### config.mk
export PLATFORM = sky130hd
export DESIGN_NAME = matrix2hash_packer
export DESIGN_NICKNAME = d
export VERILOG_FILES = /design/src/rtl/m2h_pkg.sv /design/src/rtl/m2h_in_fifo.sv /design/src/rtl/matrix2hash_packer.sv
export SDC_FILE = /design/constraint.sdc
export NUM_CORES = 1
export LEC_CHECK = 0
export CAP_MARGIN = 10
export CELL_PAD_IN_SITES_DETAIL_PLACEMENT = 0
export CELL_PAD_IN_SITES_GLOBAL_PLACEMENT = 1
export CORE_ASPECT_RATIO = 1.25
export CORE_MARGIN = 1.5
export CORE_UTILIZATION = 45
export DETAILED_ROUTE_END_ITERATION = 7
export PLACE_DENSITY = 0.82
export SLEW_MARGIN = 20
export SYNTH_ARGS = -nofsm -noshare
export SYNTH_HDL_FRONTEND = slang
export SYNTH_SLANG_ARGS = --single-unit
### constraint.sdc
create_clock -name clk -period 8.05 [get_ports clk]
set_input_delay 1.2075 -clock clk [delete_from_list [all_inputs] [get_ports clk]]
set_output_delay 1.2075 -clock clk [all_outputs]
set_load 0.01 [all_outputs]
### src/rtl/m2h_pkg.sv
// m2h_pkg: shared types and constants for the matrix-to-SHA3 frame packer.
//   m2h_state_e         : framer FSM states (S_TRAILER exists only when the
//                         M2H_TRAILER_EN macro is defined)
//   M2H_DEFAULT_HEADER  : default header word opening every frame
//   M2H_DEFAULT_TRAILER : default trailer word closing a frame (trailer builds)
package m2h_pkg;

  localparam logic [63:0] M2H_DEFAULT_HEADER  = 64'h8000000000000100;
  localparam logic [63:0] M2H_DEFAULT_TRAILER = 64'h0000000000000080;

  typedef enum logic [1:0] {
    S_HEADER  = 2'd0,
    S_DATA    = 2'd1
`ifdef M2H_TRAILER_EN
    ,
    S_TRAILER = 2'd2
`endif
  } m2h_state_e;

endpackage

### src/rtl/m2h_in_fifo.sv
// m2h_in_fifo: synchronous input buffer for the frame packer.
// The head word is presented combinationally so the framer can write it in the
// same cycle it decides to pop.
// Ports:
//   clk, rst      : clock, asynchronous active-high reset (pointers only)
//   push, wdata   : write request and data (ignored when full)
//   pop           : remove head word (ignored when empty)
//   full, empty   : derived from the registered occupancy count
//   head          : word at the read pointer
module m2h_in_fifo #(
  parameter int DATA_W   = 64,
  parameter int IN_DEPTH = 8
) (
  input  logic              clk,
  input  logic              rst,
  input  logic              push,
  input  logic [DATA_W-1:0] wdata,
  input  logic              pop,
  output logic              full,
  output logic              empty,
  output logic [DATA_W-1:0] head
);

  localparam int AW = $clog2(IN_DEPTH);

  logic [DATA_W-1:0] mem_q [IN_DEPTH];
  logic [AW-1:0]     wr_ptr_q, rd_ptr_q;
  logic [AW:0]       count_q;
  logic              do_push, do_pop;

  assign full    = (count_q == (AW+1)'(IN_DEPTH));
  assign empty   = (count_q == '0);
  assign do_push = push && !full;
  assign do_pop  = pop && !empty;
  assign head    = mem_q[rd_ptr_q];

  // Storage carries no reset; validity is tracked by the pointers alone.
  always_ff @(posedge clk) begin
    if (do_push) mem_q[wr_ptr_q] <= wdata;
  end

  // Depth is a power of two, so the pointers wrap by natural overflow.
  always_ff @(posedge clk or posedge rst) begin
    if (rst) begin
      wr_ptr_q <= '0;
      rd_ptr_q <= '0;
      count_q  <= '0;
    end else begin
      if (do_push) wr_ptr_q <= wr_ptr_q + AW'(1);
      if (do_pop)  rd_ptr_q <= rd_ptr_q + AW'(1);
      case ({do_push, do_pop})
        2'b10:   count_q <= count_q + (AW+1)'(1);
        2'b01:   count_q <= count_q - (AW+1)'(1);
        default: count_q <= count_q;
      endcase
    end
  end

endmodule

### src/rtl/matrix2hash_packer.sv
// matrix2hash_packer: frames a stream of matrix result words for the SHA3
// input FIFO. Each frame is HEADER_WORD followed by N_WORDS data words, plus
// TRAILER_WORD when built with the M2H_TRAILER_EN macro defined.
// Ports:
//   clk, rst   : clock, asynchronous active-high reset
//   we_in, din : input word; accepted when din_ready=1, dropped otherwise
//   din_ready  : input buffer not full (from registered occupancy)
//   fifo_full  : downstream backpressure; no write while high
//   we_out     : downstream write strobe; dout is zero whenever it is low
//   dout       : downstream write data
//   frame_done : pulses with the write of the final word of a frame
//   overflow   : sticky, set by any dropped input word, cleared by rst
module matrix2hash_packer
  import m2h_pkg::*;
#(
  parameter int                DATA_W      = 64,
  parameter int                N_WORDS     = 4,
  parameter int                IN_DEPTH    = 8,
  parameter logic [DATA_W-1:0] HEADER_WORD = DATA_W'(M2H_DEFAULT_HEADER)
`ifdef M2H_TRAILER_EN
  ,
  parameter logic [DATA_W-1:0] TRAILER_WORD = DATA_W'(M2H_DEFAULT_TRAILER)
`endif
) (
  input  logic              clk,
  input  logic              rst,
  input  logic              we_in,
  input  logic [DATA_W-1:0] din,
  output logic              din_ready,
  input  logic              fifo_full,
  output logic              we_out,
  output logic [DATA_W-1:0] dout,
  output logic              frame_done,
  output logic              overflow
);

  localparam int              CNT_W = $clog2(N_WORDS) + 1;
  localparam logic [CNT_W-1:0] LAST = CNT_W'(N_WORDS - 1);

  m2h_state_e        state_q, state_d;
  logic [CNT_W-1:0]  cnt_q, cnt_d;
  logic              overflow_q, overflow_d;
  logic              buf_full, buf_empty, pop;
  logic [DATA_W-1:0] buf_head;

  m2h_in_fifo #(
    .DATA_W  (DATA_W),
    .IN_DEPTH(IN_DEPTH)
  ) u_in_fifo (
    .clk  (clk),
    .rst  (rst),
    .push (we_in),
    .wdata(din),
    .pop  (pop),
    .full (buf_full),
    .empty(buf_empty),
    .head (buf_head)
  );

  // A word offered while full is lost; the buffer itself ignores it.
  assign din_ready  = !buf_full;
  assign overflow_d = overflow_q | (we_in & buf_full);
  assign overflow   = overflow_q;

  always_ff @(posedge clk or posedge rst) begin
    if (rst) begin
      state_q    <= S_HEADER;
      cnt_q      <= '0;
      overflow_q <= 1'b0;
    end else begin
      state_q    <= state_d;
      cnt_q      <= cnt_d;
      overflow_q <= overflow_d;
    end
  end

  always_comb begin
    state_d    = state_q;
    cnt_d      = cnt_q;
    we_out     = 1'b0;
    dout       = '0;
    frame_done = 1'b0;
    pop        = 1'b0;
    case (state_q)
      S_HEADER: begin
        // Wait for data before opening a frame.
        if (!buf_empty && !fifo_full) begin
          we_out  = 1'b1;
          dout    = HEADER_WORD;
          cnt_d   = '0;
          state_d = S_DATA;
        end
      end
      S_DATA: begin
        if (!buf_empty && !fifo_full) begin
          we_out = 1'b1;
          dout   = buf_head;
          pop    = 1'b1;
          if (cnt_q == LAST) begin
`ifdef M2H_TRAILER_EN
            state_d = S_TRAILER;
`else
            frame_done = 1'b1;
            state_d    = S_HEADER;
`endif
          end else begin
            cnt_d = cnt_q + CNT_W'(1);
          end
        end
      end
`ifdef M2H_TRAILER_EN
      S_TRAILER: begin
        if (!fifo_full) begin
          we_out     = 1'b1;
          dout       = TRAILER_WORD;
          frame_done = 1'b1;
          state_d    = S_HEADER;
        end
      end
`endif
      default: state_d = S_HEADER;
    endcase
  end

endmodule

==> flow_summary.json, run 1 <==
{
  "status": "completed",
  "p_comb_frac": 0.288,
  "startpoint_type": "register",
  "synth_seq_area_share": 0.777,
  "finClkSkew_ns": 0.0167,
  "ys_seq_elements": 527,
  "power_mw": 8.36,
  "drc": 0,
  "antenna_found_initial": 1,
  "max_freq_mhz": 197,
  "worstHoldStart": "cnt_q[0]",
  "viasPerCell": 5.45,
  "synthDistinctLibCells": 35,
  "fin_cells": 1671,
  "worst_slack_ns": 2.98,
  "worstPathMaxFanout": 65,
  "ys_top_cells_by_count": "edfxtp_1, mux4_2, nor2_1",
  "syn_area_um2": 20300,
  "place_inst": 1585,
  "cts_sinks": 527,
  "synth-edff-count": 512,
  "dp_slack_ns": 3.40,
  "power_leakage_nw": 7.72,
  "clockPowerShare": 0.264,
  "r2r_slack_ns": 4.79,
  "nets": 1139,
  "antenna_left": 0,
  "finalMaxSlewViolations": 0,
  "seqPwrFrac": 0.448,
  "grt_max_degree": 66,
  "fp.dieArea_um2": 46300,
  "die_w_um": 193,
  "p_int_mw": 5.99,
  "drive_gt1_frac": 0.205,
  "drt-initial-drc-count": 656,
  "yosys_warnings": 0,
  "switching_share": 0.283,
  "synth_area_leaders": "edfxtp_1, mux4_2, mux2i_1",
  "wirelength_um": 38400,
  "globalRouteTotalUtil": 0.171,
  "syn_nets": 979,
  "hold_class": "register to register",
  "firstDrtPassIters": 5,
  "ys.flop_type": "edfxtp_1",
  "timing.hold.ws_ns": 0.488,
  "area_growth_pct": 17.5,
  "tightest_slew_ns": 1.04,
  "dpl_cell_area_um2": 22300,
  "rsz0062_at_grt": "no",
  "ios": 136,
  "rows": 86,
  "path_clk_slew_ns": 0.06,
  "cts_buffers": 49,
  "async_flop_share": 0.0285,
  "synth.avg_cell_area_um2": 22.4,
  "n_antenna_cell": 0,
  "port-buffer-count": 135,
  "cts_resized": 0,
  "worstHoldEndpoint": "cnt_q[0]",
  "overflow": 0,
  "end_kind": "primary output",
  "gp_congestion": 0.673,
  "insertion_delay_ns": 0.56,
  "grt_pass1_wl_um": 58100,
  "core_area_um2": 44200,
  "criticalPathCategory": "register to primary output",
  "hold_violations": 0,
  "hold_buffers": 0,
  "die_y_um": 240,
  "yosysTopAreaCell": "edfxtp_1",
  "fin_area_um2": 23800,
  "setup_viol": 0,
  "relSlewSlack": 0.306,
  "cts_tree": "yes",
  "fin_tns_setup_ns": 0,
  "clockBufferDepth": 3,
  "post-route-util": 0.538,
  "wire_per_inst_um": 23.0,
  "first_global_vias": 9735,
  "yosysTopAreaCellShare": 0.759,
  "min_path_cells": 1,
  "ff2ff_path_depth": 12,
  "cts_root_buf": "clkbuf_16",
  "reg2reg_from": "u_in_fifo.count_q[1]",
  "min_period_over_period": 0.630,
  "critical_path_arrival_ns": 3.87,
  "max-cap-violations": 0,
  "fin_crit_ns": 5.07,
  "cts_setup_buffers": 0,
  "synthCells": 904,
  "p_switching_mw": 2.36,
  "required_ns": 6.84,
  "start_util": 0.458,
  "regToRegEndpoint": "u_in_fifo.count_q[2]",
  "vdd_ir_drop_max_uv": 240,
  "power_density_nw_per_um2": 351,
  "yosys.cell_count.top_type": "edfxtp_1",
  "vias": 9110,
  "dp_hpwl_um": 19900,
  "htree_levels": 2
}
per-layer routing:
layer	GRT usage	wire, um	vias to the layer above
met2	0.291	19800	204
met5	0	0	-
li1	-	-	4047
met3	0.0255	1610	51
met1	0.233	16300	4808
met4	0.0444	688	0
cell usage in the layout, fill, tap and decap left out, drive strengths merged:
| cell type | synthesis | layout |
|---|---|---|
| xor2 | 4 | 4 |
| nor3 | 2 | 2 |
| a32oi | 1 | 1 |
| nor4 | 1 | 1 |
| o22ai | 2 | 2 |
| nor3b | 1 | 1 |
| o211ai | 1 | 1 |
| a21oi | 4 | 4 |
| or2 | 1 | 1 |
| nand2b | 4 | 4 |
| clkbuf | 9 | 65 |
| o21ai | 1 | 1 |
| nand3 | 1 | 1 |
| or4b | 1 | 1 |
| and2 | 1 | 1 |
| clkinv | 0 | 13 |
| mux2 | 2 | 2 |
| bufinv | 0 | 5 |
| xnor2 | 4 | 4 |
| edfxtp | 512 | 512 |
| nand2 | 13 | 13 |
| clkdlybuf4s50 | 0 | 135 |
| ha | 7 | 7 |
| mux2i | 71 | 71 |
| nand3b | 1 | 1 |
| buf | 36 | 19 |
| o21bai | 1 | 1 |
| nor2 | 74 | 74 |
| dfrtp | 15 | 15 |
| inv | 8 | 11 |
| mux4 | 126 | 126 |
flip-flops by register name (all words and copies together), names as in the netlist:
| register | count |
|---|---|
| overflow | 1 |
| cnt_q | 3 |
| u_in_fifo.wr_ptr_q | 3 |
| u_in_fifo.rd_ptr_q | 3 |
| u_in_fifo.count_q | 4 |
| u_in_fifo.mem_q | 512 |
| state_q | 1 |
cells by family (layout without fill, tap and decap cells):
group	after synthesis	in the layout	synth area share
adder cells (fa/ha/maj)	7	7	0.00432
flip-flops	527	527	0.777
AO/OA/AOI/OAI	10	10	0.00303
buffers and inverters	53	248	0.0148
multiplexers	199	199	0.176
AND/OR/NAND/NOR	100	100	0.0208
XOR/XNOR	8	8	0.00346
worst max-delay path by stage:
| stage | startpoint | to | depth (start not counted) | slack [ns] |
|---|---|---|---|---|
| floorplan | we_in | u_in_fifo.mem_q[0][0] | 3 | 1.62 |
| detailed placement | fifo_full | dout[52] | 6 | 3.40 |
| CTS | u_in_fifo.rd_ptr_q[1] | dout[41] | 5 | 2.86 |
| global placement | fifo_full | dout[52] | 6 | 3.46 |
| finish | u_in_fifo.rd_ptr_q[1] | dout[41] | 5 | 2.98 |
| global route | u_in_fifo.rd_ptr_q[1] | dout[41] | 5 | 2.81 |
area by class of cell:
type | count | area (um2)
multi-input cells | 324 | 4270
fillers | 3308 | 20400
well taps | 572 | 716
clock buffers | 65 | 1290
inverters | 8 | 30.0
flip-flops and latches | 527 | 15800
clock inverters | 21 | 233
repair buffers | 154 | 1520
power groups by stage:
stage | clock network, mW | registers, mW | logic, mW
finish | 2.21 | 3.75 | 2.40
global route | 2.36 | 3.80 | 2.61
CTS | 2.26 | 3.76 | 2.48
detailed placement | 0 | 3.81 | 2.47
global placement | 0 | 3.79 | 2.45
floorplan | 0 | 3.61 | 1.78
worst max-delay path, cell delays in order, from the launching register on:
cell and delay [ns]:
dfrtp_4 1.07, buf_4 0.84, mux4_2 0.41, mux2i_1 0.27, nor2_1 0.08, clkdlybuf4s50_1 0.52
Note: power is estimated with default switching activity, not from simulation.
==> run 2: changes to the inputs <==
Clock period 8.05 ns to 5 ns, I/O delays scaled along.
==> run 2 against run 1 <==
Cell count grew 0.24%. Largest power group unchanged. Non-clock buffer count is 3 higher. Highest routed layer unchanged. Global-route usage up 0.23 points. Critical endpoint is now dout[20].
==> flow_summary.json, run 2 (same netlist as run 1, synthesis figures left out) <==
{
  "grt_pass1_wl_um": 59000,
  "reg2reg_from": "u_in_fifo.count_q[1]",
  "p_int_mw": 9.53,
  "startpoint_type": "register",
  "vias": 9161,
  "end_kind": "primary output",
  "first_global_vias": 9758,
  "wirelength_um": 39000,
  "path_clk_slew_ns": 0.06,
  "wire_per_inst_um": 23.3,
  "relSlewSlack": 0.404,
  "max_freq_mhz": 245,
  "required_ns": 4.25,
  "cts_tree": "yes",
  "criticalPathCategory": "register to primary output",
  "finClkSkew_ns": 0.0161,
  "firstDrtPassIters": 4,
  "largest-register": "u_in_fifo.mem_q",
  "top_regs": "u_in_fifo.mem_q x512, u_in_fifo.count_q x4",
  "overflow": 0,
  "startpoint": "u_in_fifo.rd_ptr_q[0]",
  "dp_slack_ns": 1.32,
  "gp_congestion": 0.699,
  "critical_path_arrival_ns": 3.32,
  "cts_setup_buffers": 0,
  "antenna_found_initial": 1,
  "p_comb_frac": 0.300,
  "mostFrequentLayoutCell": "edfxtp_1",
  "tightest_slew_ns": 0.892,
  "fin_tns_setup_ns": 0,
  "status": "completed",
  "vdd_ir_drop_max_uv": 330,
  "p_switching_mw": 3.88,
  "finalMaxSlewViolations": 0,
  "cts_resized": 0,
  "viasPerCell": 5.47,
  "fin_crit_ns": 4.07,
  "seqPwrFrac": 0.447,
  "cts_root_buf": "clkbuf_16",
  "area_growth_pct": 18.0,
  "layout_common_cells": "edfxtp_1, clkdlybuf4s50_1, mux4_2",
  "drive_gt1_frac": 0.211,
  "core_area_um2": 44200,
  "die_w_um": 193,
  "min_period_over_period": 0.815,
  "fp.dieArea_um2": 46300,
  "dp_hpwl_um": 20800,
  "hold_buffers": 0,
  "max-cap-violations": 0,
  "hold_violations": 0,
  "power_leakage_nw": 7.74,
  "drt-initial-drc-count": 580,
  "clockPowerShare": 0.253,
  "port-buffer-count": 135,
  "antenna_left": 0,
  "setup_viol": 0,
  "grt_max_degree": 65,
  "clockBufferDepth": 3,
  "worstHoldStart": "cnt_q[0]",
  "htree_levels": 2,
  "insertion_delay_ns": 0.56,
  "worst_slack_ns": 0.926,
  "drc": 0,
  "rsz0062_at_grt": "no",
  "die_y_um": 240,
  "globalRouteTotalUtil": 0.174,
  "rows": 86,
  "nets": 1141,
  "worstPathMaxFanout": 32,
  "ios": 136,
  "cts_sinks": 527,
  "switching_share": 0.289,
  "cts_buffers": 48,
  "start_util": 0.458,
  "hold_class": "register to register",
  "power_density_nw_per_um2": 561,
  "largest_register_ffs": 512
}
[run 2: final cells by class]
type | count | area (um2)
Tap cell | 572 | 716
Multi-Input combinational cell | 324 | 4280
Antenna cell | 1 | 2.50
Timing Repair Buffer | 157 | 1650
Sequential cell | 527 | 15800
Inverter | 8 | 30.0
Fill cell | 3302 | 20300
Clock inverter | 27 | 161
Clock buffer | 59 | 1290
[run 2: power groups by stage]
stage	Combinational, mW	Sequential (mW)	Clock (mW)
after global routing	4.34	6.07	3.63
after detailed placement	4.11	6.10	0
after global placement	4.07	6.05	0
after CTS	4.13	6.01	3.48
after floorplan	2.87	5.80	0
final	4.02	5.99	3.40
[run 2: final timing paths]
| kind | end | slack, ns | cells after the start |
|---|---|---|---|
| setup / recovery | dout[20] | 0.93 | 5 |
| hold / removal | cnt_q[0] | 0.48 | 1 |
| setup reg to reg | u_in_fifo.count_q[2] | 1.80 | 12 |
| hold reg to reg | cnt_q[0] | 0.48 | 1 |
| max in group asynchronous | u_in_fifo.rd_ptr_q[1] | 3.98 | 2 |
| min in group asynchronous | cnt_q[2] | 0.57 | 2 |
[run 2: per-stage QoR]
step,hold WS [ns],area [um2],total power [mW],util,cells
floorplan,0.457,20300,8.67,-,904
global placement,0.461,22400,10.1,0.507,1588
detailed placement,0.467,22400,10.2,0.507,1588
CTS,0.481,23900,13.6,0.540,1674
global route,0.515,23900,14.0,0.540,1675
finish,0.478,23900,13.4,0.540,1675
[run 2: worst max-delay path, cell delays in order, from the launching register on]
cell	delay, ns
dfrtp_4	0.86
buf_4	0.50
mux4_2	0.55
mux2i_1	0.25
nor2_1	0.08
clkdlybuf4s50_1	0.53
[run 2: per-layer routing]
layer	global-route usage	vias up	part of all wire
met5	0	-	0
met2	0.297	223	0.52
met3	0.0245	52	0.044
met1	0.231	4829	0.41
li1	-	4057	-
met4	0.0531	0	0.024
==> run 3: changes to the inputs <==
Clock period 5 ns to 4 ns, I/O delays scaled along.
==> run 3 against run 2 <==
First-iteration DRC count rose by 22%. Sequential cell count is the same. Register-to-register slack got worse by 0.63 ns. Sequential share of layout area decreased by 0.26 points. Clock power increased by 29%. Non-clock buffer count up 8. Total power grew 26%. Utilization increased by 0.21 points. Highest routed layer is now met5.
==> flow_summary.json, run 3 (same netlist as run 1, synthesis figures left out) <==
{
  "max_freq_mhz": 280,
  "vdd_ir_drop_max_uv": 456,
  "rsz0062_at_grt": "no",
  "fin_tns_setup_ns": 0,
  "die_y_um": 240,
  "regArea_um2": 15800,
  "top_regs": "u_in_fifo.mem_q x512, u_in_fifo.count_q x4",
  "power_density_nw_per_um2": 705,
  "hold_class": "input pin to async pin",
  "fin_crit_ns": 3.58,
  "min_period_over_period": 0.894,
  "place_inst": 1596,
  "max-cap-violations": 0,
  "wirelength_um": 38600,
  "ios": 136,
  "mostFrequentLayoutCell": "edfxtp_1",
  "overflow": 0,
  "power_mw": 16.9,
  "finClkSkew_ns": 0.0158,
  "finalMaxSlewViolations": 0,
  "criticalPathCategory": "register to primary output",
  "hold_buffers": 0,
  "drive_gt1_frac": 0.212,
  "clockBufferDepth": 3,
  "insertion_delay_ns": 0.56,
  "fillers": 3302,
  "largest-register": "u_in_fifo.mem_q",
  "antenna_left": 0,
  "wire_per_inst_um": 22.9,
  "nets": 1150,
  "cp_slowest_stage_delay_ns": 0.60,
  "largest_register_ffs": 512,
  "path_cells": "buf_4 > mux4_2 > mux2i_1 > nor2_1 > clkdlybuf4s50_1",
  "relSlewSlack": 0.535,
  "antenna_found_initial": 1,
  "core_area_um2": 44200,
  "viasPerCell": 5.42,
  "globalRouteTotalUtil": 0.173,
  "layout_common_cells": "edfxtp_1, clkdlybuf4s50_1, mux4_2",
  "setup_viol": 0,
  "power_leakage_nw": 7.80,
  "htree_levels": 2,
  "drt-initial-drc-count": 710,
  "critPathSlowestCell": "dfrtp_4",
  "tightest_slew_ns": 0.697,
  "crit_family": "multiplexers",
  "cts_tree": "yes",
  "cts_root_buf": "clkbuf_16",
  "port-buffer-count": 135,
  "drc": 0,
  "cts_sinks": 527,
  "fp.dieArea_um2": 46300,
  "grt_pass1_wl_um": 58600,
  "status": "completed",
  "cp.buffers_inverters": 2,
  "post-route-util": 0.543,
  "area_growth_pct": 18.4,
  "dpl_cell_area_um2": 22500,
  "critical_path_arrival_ns": 2.98,
  "vias": 9142,
  "hold_violations": 0,
  "rows": 86,
  "worstPathMaxFanout": 15,
  "path_clk_slew_ns": 0.06,
  "cts_resized": 0,
  "start_util": 0.458,
  "multiInputGateArea_um2": 4280,
  "startpoint_type": "register",
  "end_kind": "primary output",
  "cts_setup_buffers": 0,
  "gp_congestion": 0.715,
  "grt_max_degree": 65,
  "fin_area_um2": 24000,
  "firstDrtPassIters": 5,
  "fin_cells": 1686,
  "die_w_um": 193,
  "cts_buffers": 49,
  "dp_hpwl_um": 21400,
  "required_ns": 3.40,
  "first_global_vias": 9759
}
## run 3: changes by cell type in the layout (fill, tap and decap cells not counted), sizes merged
| cell | change |
|---|---|
| clkinvlp | -2 |
| clkbuf | +3 |
| bufinv | +2 |
| buf | +8 |
## run 3: power by group
group          switching (mW)  total (mW)  internal (mW)
Sequential              0.377        7.32           6.94
Clock                    1.87        4.38           2.51
Combinational            2.57        5.21           2.64
Total                    4.81        16.9           12.1
## run 3: path summary, 6_finish.rpt
path	startpoint	to	slack (ns)	cells after the start
min in group clk	overflow	overflow	0.47	1
hold reg to reg	overflow	overflow	0.47	1
setup / recovery	u_in_fifo.rd_ptr_q[0]	dout[15]	0.42	5
max in group asynchronous	rst	u_in_fifo.rd_ptr_q[0]	3.14	2
hold / removal	rst	u_in_fifo.wr_ptr_q[0]	0.42	2
setup reg to reg	u_in_fifo.count_q[1]	u_in_fifo.count_q[2]	1.17	12
## run 3: per-layer routing
layer  share of wire  wire (um)  global-route usage  vias to the layer above
met2            0.52      20300               0.301                      202
met4           0.016        631              0.0467                        2
met3           0.042       1620              0.0239                       45
met5         0.00044         17                   0                        -
li1                -          -                   -                     4078
met1            0.42      16100               0.228                     4815
## run 3: worst register-to-register path: stages, from the launching register on
cell and delay (ns):
dfrtp_1 0.47, nor4_1 0.33, or2_1 0.27, inv_2 0.11
nand2_4 0.23, inv_2 0.13, ha_1 0.29, xor2_1 0.17
ha_1 0.18, a21oi_1 0.16, xor2_1 0.17, nor2_1 0.07
xor2_1 0.14
## run 3: per-stage QoR
| step | setup WS, ns | hold WS (ns) |
|---|---|---|
| global route | 0.241 | 0.462 |
| floorplan | -0.125 | 0.457 |
| detailed placement | 0.687 | 0.469 |
| CTS | 0.325 | 0.405 |
| finish | 0.424 | 0.418 |
| global placement | 0.710 | 0.461 |
## run 3: area by class of cell
cell class | instances | area share
antenna | 1 | 0.000104
clock buffer | 62 | 0.0549
clock inverter | 27 | 0.00824
inverter | 8 | 0.00125
multi-input combinational | 324 | 0.178
sequential | 527 | 0.657
tap | 572 | 0.0298
timing repair buffer | 165 | 0.0704
